## src/rtl/pcie_link_ctrl.sv

```systemverilog
// PCIe hard-IP reset and link supervisor: filters PERST#, sequences HIP npor,
// supervises link training with timeout/retry and reports link statistics.
module pcie_link_ctrl #(
    parameter int LANES            = 8,
    parameter int DEBOUNCE_CYC     = 1024,
    parameter int NPOR_HOLD_CYC    = 256,
    parameter int LINK_TIMEOUT_CYC = 1 << 20,
    parameter int MAX_RETRY        = 3
) (
    input  logic        CLK,
    input  logic        RST,
    input  logic        PCIE_PERST,
    input  logic        HIP_LINK_UP,
    input  logic [4:0]  HIP_LANE_ACT,
    output logic        HIP_NPOR,
    output logic        HIP_PIN_PERST,
    output logic        APP_RST,
    output logic        LINK_OK,
    output logic        WIDTH_OK,
    output logic [3:0]  RETRY_CNT,
    output logic [15:0] LINK_DOWN_CNT,
    output logic [2:0]  STATE
);

    localparam int DEB_W   = $clog2(DEBOUNCE_CYC + 1);
    localparam int TMR_MAX = (NPOR_HOLD_CYC > LINK_TIMEOUT_CYC) ? NPOR_HOLD_CYC : LINK_TIMEOUT_CYC;
    localparam int TMR_W   = $clog2(TMR_MAX + 1);

    localparam logic [DEB_W-1:0] DEB_LAST     = DEB_W'(DEBOUNCE_CYC - 1);
    localparam logic [TMR_W-1:0] NPOR_LAST    = TMR_W'(NPOR_HOLD_CYC - 1);
    localparam logic [TMR_W-1:0] TIMEOUT_LAST = TMR_W'(LINK_TIMEOUT_CYC - 1);
    localparam logic [4:0]       LANES_5      = 5'(LANES);
    localparam logic [3:0]       MAX_RETRY_4  = 4'(MAX_RETRY);

    typedef enum logic [2:0] {
        ST_RESET_HOLD = 3'd0,
        ST_NPOR_WAIT  = 3'd1,
        ST_TRAIN      = 3'd2,
        ST_UP         = 3'd3,
        ST_FAIL       = 3'd4
    } state_t;

    // Bit 0 carries PERST#, bit 1 carries link-up.
    logic [1:0] sync_in;
    logic [1:0] sync_meta_reg;
    logic [1:0] sync_reg;
    logic       perst_s;
    logic       lu_s;

    assign sync_in = {HIP_LINK_UP, PCIE_PERST};
    assign perst_s = sync_reg[0];
    assign lu_s    = sync_reg[1];

    generate
        for (genvar gi = 0; gi < 2; gi++) begin : g_sync
            always_ff @(posedge CLK) begin
                if (RST) begin
                    sync_meta_reg[gi] <= 1'b0;
                    sync_reg[gi]      <= 1'b0;
                end else begin
                    sync_meta_reg[gi] <= sync_in[gi];
                    sync_reg[gi]      <= sync_meta_reg[gi];
                end
            end
        end
    endgenerate

    logic             perst_f_reg;
    logic             perst_f_d_reg;
    logic [DEB_W-1:0] deb_cnt_reg;

    always_ff @(posedge CLK) begin
        if (RST) begin
            perst_f_reg   <= 1'b0;
            perst_f_d_reg <= 1'b0;
            deb_cnt_reg   <= '0;
        end else begin
            perst_f_d_reg <= perst_f_reg;
            if (perst_s != perst_f_reg) begin
                if (deb_cnt_reg == DEB_LAST) begin
                    perst_f_reg <= perst_s;
                    deb_cnt_reg <= '0;
                end else begin
                    deb_cnt_reg <= deb_cnt_reg + 1'b1;
                end
            end else begin
                deb_cnt_reg <= '0;
            end
        end
    end

    state_t           state_reg, state_next;
    logic [TMR_W-1:0] tmr_reg, tmr_next;
    logic [3:0]       retry_reg, retry_next;
    logic [15:0]      ldc_reg, ldc_next;
    logic [4:0]       lane_act_reg;
    logic             npor_reg, npor_next;
    logic             app_rst_reg, app_rst_next;
    logic             link_ok_reg, link_ok_next;
    logic             width_ok_reg, width_ok_next;

    always_ff @(posedge CLK) begin
        if (RST) begin
            state_reg    <= ST_RESET_HOLD;
            tmr_reg      <= '0;
            retry_reg    <= '0;
            ldc_reg      <= '0;
            lane_act_reg <= '0;
            npor_reg     <= 1'b0;
            app_rst_reg  <= 1'b1;
            link_ok_reg  <= 1'b0;
            width_ok_reg <= 1'b0;
        end else begin
            state_reg    <= state_next;
            tmr_reg      <= tmr_next;
            retry_reg    <= retry_next;
            ldc_reg      <= ldc_next;
            lane_act_reg <= HIP_LANE_ACT;
            npor_reg     <= npor_next;
            app_rst_reg  <= app_rst_next;
            link_ok_reg  <= link_ok_next;
            width_ok_reg <= width_ok_next;
        end
    end

    // Filtered PERST# low overrides every other transition. Leaving RESET_HOLD
    // waits one extra cycle so pin_perst is already released at the HIP.
    always_comb begin
        state_next = state_reg;
        tmr_next   = tmr_reg;
        retry_next = retry_reg;
        ldc_next   = ldc_reg;
        if (!perst_f_reg) begin
            state_next = ST_RESET_HOLD;
            tmr_next   = '0;
            retry_next = '0;
        end else begin
            case (state_reg)
                ST_RESET_HOLD: begin
                    if (perst_f_d_reg) begin
                        state_next = ST_NPOR_WAIT;
                        tmr_next   = '0;
                    end
                end
                ST_NPOR_WAIT: begin
                    if (tmr_reg == NPOR_LAST) begin
                        state_next = ST_TRAIN;
                        tmr_next   = '0;
                    end else begin
                        tmr_next = tmr_reg + 1'b1;
                    end
                end
                ST_TRAIN: begin
                    if (lu_s) begin
                        state_next = ST_UP;
                        tmr_next   = '0;
                    end else if (tmr_reg == TIMEOUT_LAST) begin
                        retry_next = retry_reg + 1'b1;
                        tmr_next   = '0;
                        state_next = (retry_next == MAX_RETRY_4) ? ST_FAIL : ST_NPOR_WAIT;
                    end else begin
                        tmr_next = tmr_reg + 1'b1;
                    end
                end
                ST_UP: begin
                    if (!lu_s) begin
                        state_next = ST_TRAIN;
                        tmr_next   = '0;
                        if (ldc_reg != 16'hFFFF) begin
                            ldc_next = ldc_reg + 1'b1;
                        end
                    end
                end
                ST_FAIL: begin
                    state_next = ST_FAIL;
                end
                default: begin
                    state_next = ST_RESET_HOLD;
                    tmr_next   = '0;
                end
            endcase
        end
    end

    // Outputs are decoded from the next state so they register with the transition.
    always_comb begin
        npor_next     = (state_next == ST_TRAIN) || (state_next == ST_UP);
        app_rst_next  = (state_next != ST_UP);
        link_ok_next  = (state_next == ST_UP);
        width_ok_next = (state_next == ST_UP) && (lane_act_reg == LANES_5);
    end

    assign HIP_NPOR      = npor_reg;
    assign HIP_PIN_PERST = perst_f_reg;
    assign APP_RST       = app_rst_reg;
    assign LINK_OK       = link_ok_reg;
    assign WIDTH_OK      = width_ok_reg;
    assign RETRY_CNT     = retry_reg;
    assign LINK_DOWN_CNT = ldc_reg;
    assign STATE         = state_reg;

endmodule

```

## config.mk

```make
export PLATFORM = sky130hd
export DESIGN_NAME = pcie_link_ctrl
export DESIGN_NICKNAME = d
export VERILOG_FILES = /design/src/rtl/pcie_link_ctrl.sv
export SDC_FILE = /design/constraint.sdc
export NUM_CORES = 1
export LEC_CHECK = 0
export ABC_CLOCK_PERIOD_IN_PS = 2800
export BUFFER_PORTS_ARGS = -buffer_cell sky130_fd_sc_hd__buf_2
export CAP_MARGIN = 20
export CORE_MARGIN = 4
export CORE_UTILIZATION = 50
export DETAILED_ROUTE_END_ITERATION = 8
export PLACE_DENSITY = 0.7
export SLEW_MARGIN = 20
export SYNTH_ARGS = -nofsm -noshare
export SYNTH_HDL_FRONTEND = slang
export SYNTH_SLANG_ARGS = --single-unit
```

## constraint.sdc

```tcl
create_clock -name CLK -period 2.8 [get_ports CLK]
set_clock_uncertainty 0.15 [all_clocks]
set_input_delay 0.14 -clock CLK [delete_from_list [all_inputs] [get_ports CLK]]
set_output_delay 0.14 -clock CLK [all_outputs]
set_load 0.02 [all_outputs]
```

==> metrics.log <==
[metrics] final setup violating endpoints: 0
[metrics] clock transition at the register clock pins on the worst setup and hold paths after CTS: 0.07 ns
[metrics] syn_area_per_cell: 8.89 um^2
[metrics] RSZ-0062 raised after global routing: false
[metrics] most common cell after layout, fill and taps aside: dfxtp_1
[metrics] Num CTS Buffers: 9
[metrics] netlist area before placement: 3270 um^2
[metrics] PD cells: 482 nW/um^2
[metrics] # H-tree levels: 3
[metrics] Hold Path End: LINK_DOWN_CNT[7]
[metrics] leakage power: 1.36 nW
[metrics] number of instances in the synthesized netlist: 368
[metrics] # Post-CTS Setup Buffers: 0
[metrics] sequential share of the synthesized area: 42.8%
[metrics] ports placed on the boundary: 37
[metrics] effective utilization at floorplan: 51.5%
[metrics] Setup TNS: 0 ns
[metrics] sequential fraction of design power: 55.6%
[metrics] type of the worst setup path: reg -> reg
[metrics] reg-to-reg endpoint: tmr_reg[5]
[metrics] commonest non-fill, non-tap cells in the layout: dfxtp_1 (70), nor2_1 (52), buf_2 (36), xnor2_1 (28), nand2_1 (23)
[metrics] number of flops mapped to enable cells by yosys: 0
[metrics] max reg flops: 21
[metrics] startpoint of the tightest hold check path: RST
[metrics] placed wire-length estimate after detailed placement: 4630 um
[metrics] aggregate global-route resource usage: 18.6%
[metrics] share of total power consumed by net switching: 19.7%
[metrics] global-route wire length before repair: 11500 um
[metrics] FF-to-FF setup slack: 0.31 ns
[metrics] final max-slew violation count: 0
[metrics] transition time at the pin with the least slew margin: 0.874 ns
[metrics] Min-Delay Path Depth: 3
[metrics] NumNets Final: 425
[metrics] via count of the first global-routing pass: 2456
[metrics] worst slack, placed: 0.368 ns
[metrics] clock network latency to the later pin of the worst-skew pair: 0.34 ns
[metrics] arrival time of data at the critical path endpoint: 2.58 ns
[metrics] logic gate share of total power: 1.5%
[metrics] ANT cells: 0
[metrics] count of max-cap constraint violations: 0
[metrics] register bit count reported by yosys: 70
[metrics] Net Sw Power: 0.000357 W
[metrics] endpoints failing hold: 0
[metrics] syn_nets: 382
[metrics] Routed WL per cell: 13.5 um
[metrics] initial antenna violation count: 0
[metrics] P&R area growth vs syn: 14.7%
[metrics] via count: 2702
[metrics] design internal power: 0.00145 W
[metrics] die width: 88.9 um
[metrics] global placement routability congestion: 0.872
[metrics] fmax: 0.401 GHz
[metrics] hold buffers post-CTS: 7
[metrics] worst r2r src: tmr_reg[0]
[metrics] largest buffer count on any clock path: 2
[metrics] worst max-slew margin expressed relative to the limit: 41.8%
[metrics] clock tree from TritonCTS: built
[metrics] number of standard-cell rows in the floorplan: 29
[metrics] path class of the lowest-slack min-delay path: in -> reg
[metrics] VDD IR-drop max: 0.424 mV
[metrics] Post-CTS Resized: 0
[metrics] DR vias/cell: 5.49
[metrics] total detailed-routing wirelength: 6650 um
[metrics] DRC: 0
[metrics] required arrival time at the worst endpoint: 2.89 ns
[metrics] portion of total power attributed to the clock network: 42.9%
[metrics] number of synthesis warnings: 0
[metrics] post-layout worst setup margin: 0.308 ns
[metrics] critical path endpoint category: flip-flop
[metrics] startpoint types: flip-flop
[metrics] layout cells sized above 1: 15.9%
[metrics] Core Box Area: 6350 um^2
[metrics] ys flop type: dfxtp_1
[metrics] count of filler cells inserted in the layout: 544
[metrics] ys async rst share: 0%
[metrics] final critical path time including I/O delays and setup: 2.49 ns
[metrics] full die area: 7900 um^2
[metrics] Netlist cell types: 54
[metrics] vertical die dimension: 88.9 um
[metrics] clock tree root buffer cell: clkbuf_8
[metrics] depth of the worst register-to-register path: 6
[metrics] number of nets still failing antenna checks after routing: 0
[metrics] run status: finished clean
[metrics] part of the cycle the worst path needs: 89.0%
[metrics] Port Buffers: 36
[metrics] Clock Sink Count: 70
[metrics] DRT iter0 DRCs: 141
[metrics] largest net degree at the start of global routing: 28
[metrics] iteration count of the initial detailed-routing pass: 4
[metrics] Max Fanout on Critical Path: 11
[metrics] Remaining Overflow, GRT: 0
final cells by class:
| type | count | area, um^2 | share of cell area [%] |
|---|---|---|---|
| Multi-Input combinational cell | 273 | 1750 | 46.6 |
| Inverter | 9 | 33.8 | 0.900 |
| Timing Repair Buffer | 48 | 288 | 7.67 |
| Sequential cell | 70 | 1400 | 37.3 |
| Clock buffer | 14 | 153 | 4.07 |
| Tap cell | 77 | 96.3 | 2.57 |
| Clock inverter | 1 | 30.0 | 0.800 |
critical path, stage by stage, from the launching register on:
cell and delay, ns:
dfxtp_1 0.35, ha_1 0.24, and4_4 0.21, nor3b_4 0.17, a21oi_1 0.69, o21ai_0 0.23, a221oi_1 0.34
Yosys cell counts, types with 2 or more instances:
master	number	area share, %
ha_1	5	1.9
nor2b_1	12	2.3
nand2b_1	5	0.96
buf_4	3	0.69
a21oi_1	13	2.0
dfxtp_1	70	43
a211oi_1	2	0.46
nor3_1	12	1.8
a32oi_1	2	0.54
xor2_1	9	2.4
nand4_2	2	0.76
xnor2_1	28	7.5
clkbuf_1	6	0.69
and4_1	9	2.4
nor4_2	2	0.76
o21a_1	2	0.46
nor4b_1	2	0.54
nand4b_1	2	0.54
nand4_1	7	1.3
nor3b_1	2	0.46
nand3_1	18	2.8
inv_1	9	1.0
and3_1	7	1.3
or2_2	2	0.38
nor2_1	52	6.0
nand2_1	23	2.6
o22ai_1	7	1.3
o21ai_0	7	1.1
nor4_1	13	2.5
o311a_1	2	0.61
buf_2	5	0.76
and2_1	6	1.1
through the flow:
| stage | util [%] | power [W] | cell area [um^2] | std cells | hold WS, ns |
|---|---|---|---|---|---|
| 5_1_grt | 59.1 | 0.00188 | 3750 | 492 | 0.135 |
| 3_5_place_dp | 55.1 | 0.00105 | 3500 | 470 | 0.204 |
| 4_1_cts | 59.1 | 0.00184 | 3750 | 492 | 0.111 |
| 6_report | 59.1 | 0.00181 | 3750 | 492 | 0.125 |
| 3_3_place_gp | 55.1 | 0.00105 | 3500 | 470 | 0.197 |
| 2_1_floorplan | - | 0.00104 | 3270 | 368 | 0.118 |
power groups by stage:
stage                     sequential, W  clock [W]  combinational [W]
final                           0.00101   0.000775          0.0000271
after detailed placement        0.00103          0          0.0000199
after global placement          0.00103          0          0.0000194
after global routing            0.00100   0.000846          0.0000304
after floorplan                 0.00103          0          0.0000119
after CTS                       0.00101   0.000806          0.0000272
cell families after synthesis:
kind of cell / synth area share (%)
DFF: 42.8
adders and majority gates: 1.91
and+or+nand+nor: 31.3
xor gates and xnor gates: 9.91
AOI/OAI and AO/OA: 10.1
muxes: 0.306
buffers and inverters: 3.63
layer usage:
layer  track usage [%]  part of all wire (%)  vias to the layer above  routed length [um]
li1                  -                     -                     1385                   -
met1              25.0                    49                     1247                3270
met2              28.5                    45                       63                2990
met3              5.59                   4.6                        7                 303
met4              5.77                   1.2                        0                  82
met5                 0                     0                        -                   0
worst max path at each step:
stage	start	endpoint	slack [ns]	cells after the start
floorplan	tmr_reg[0]	WIDTH_OK	0.79	6
global placement	tmr_reg[0]	tmr_reg[5]	0.51	6
detailed placement	tmr_reg[0]	tmr_reg[5]	0.37	6
CTS	tmr_reg[0]	tmr_reg[5]	0.36	6
finish	tmr_reg[0]	tmr_reg[5]	0.31	6
global route	STATE[1]	tmr_reg[5]	0.09	5
Power figures use the tool's default switching activity.
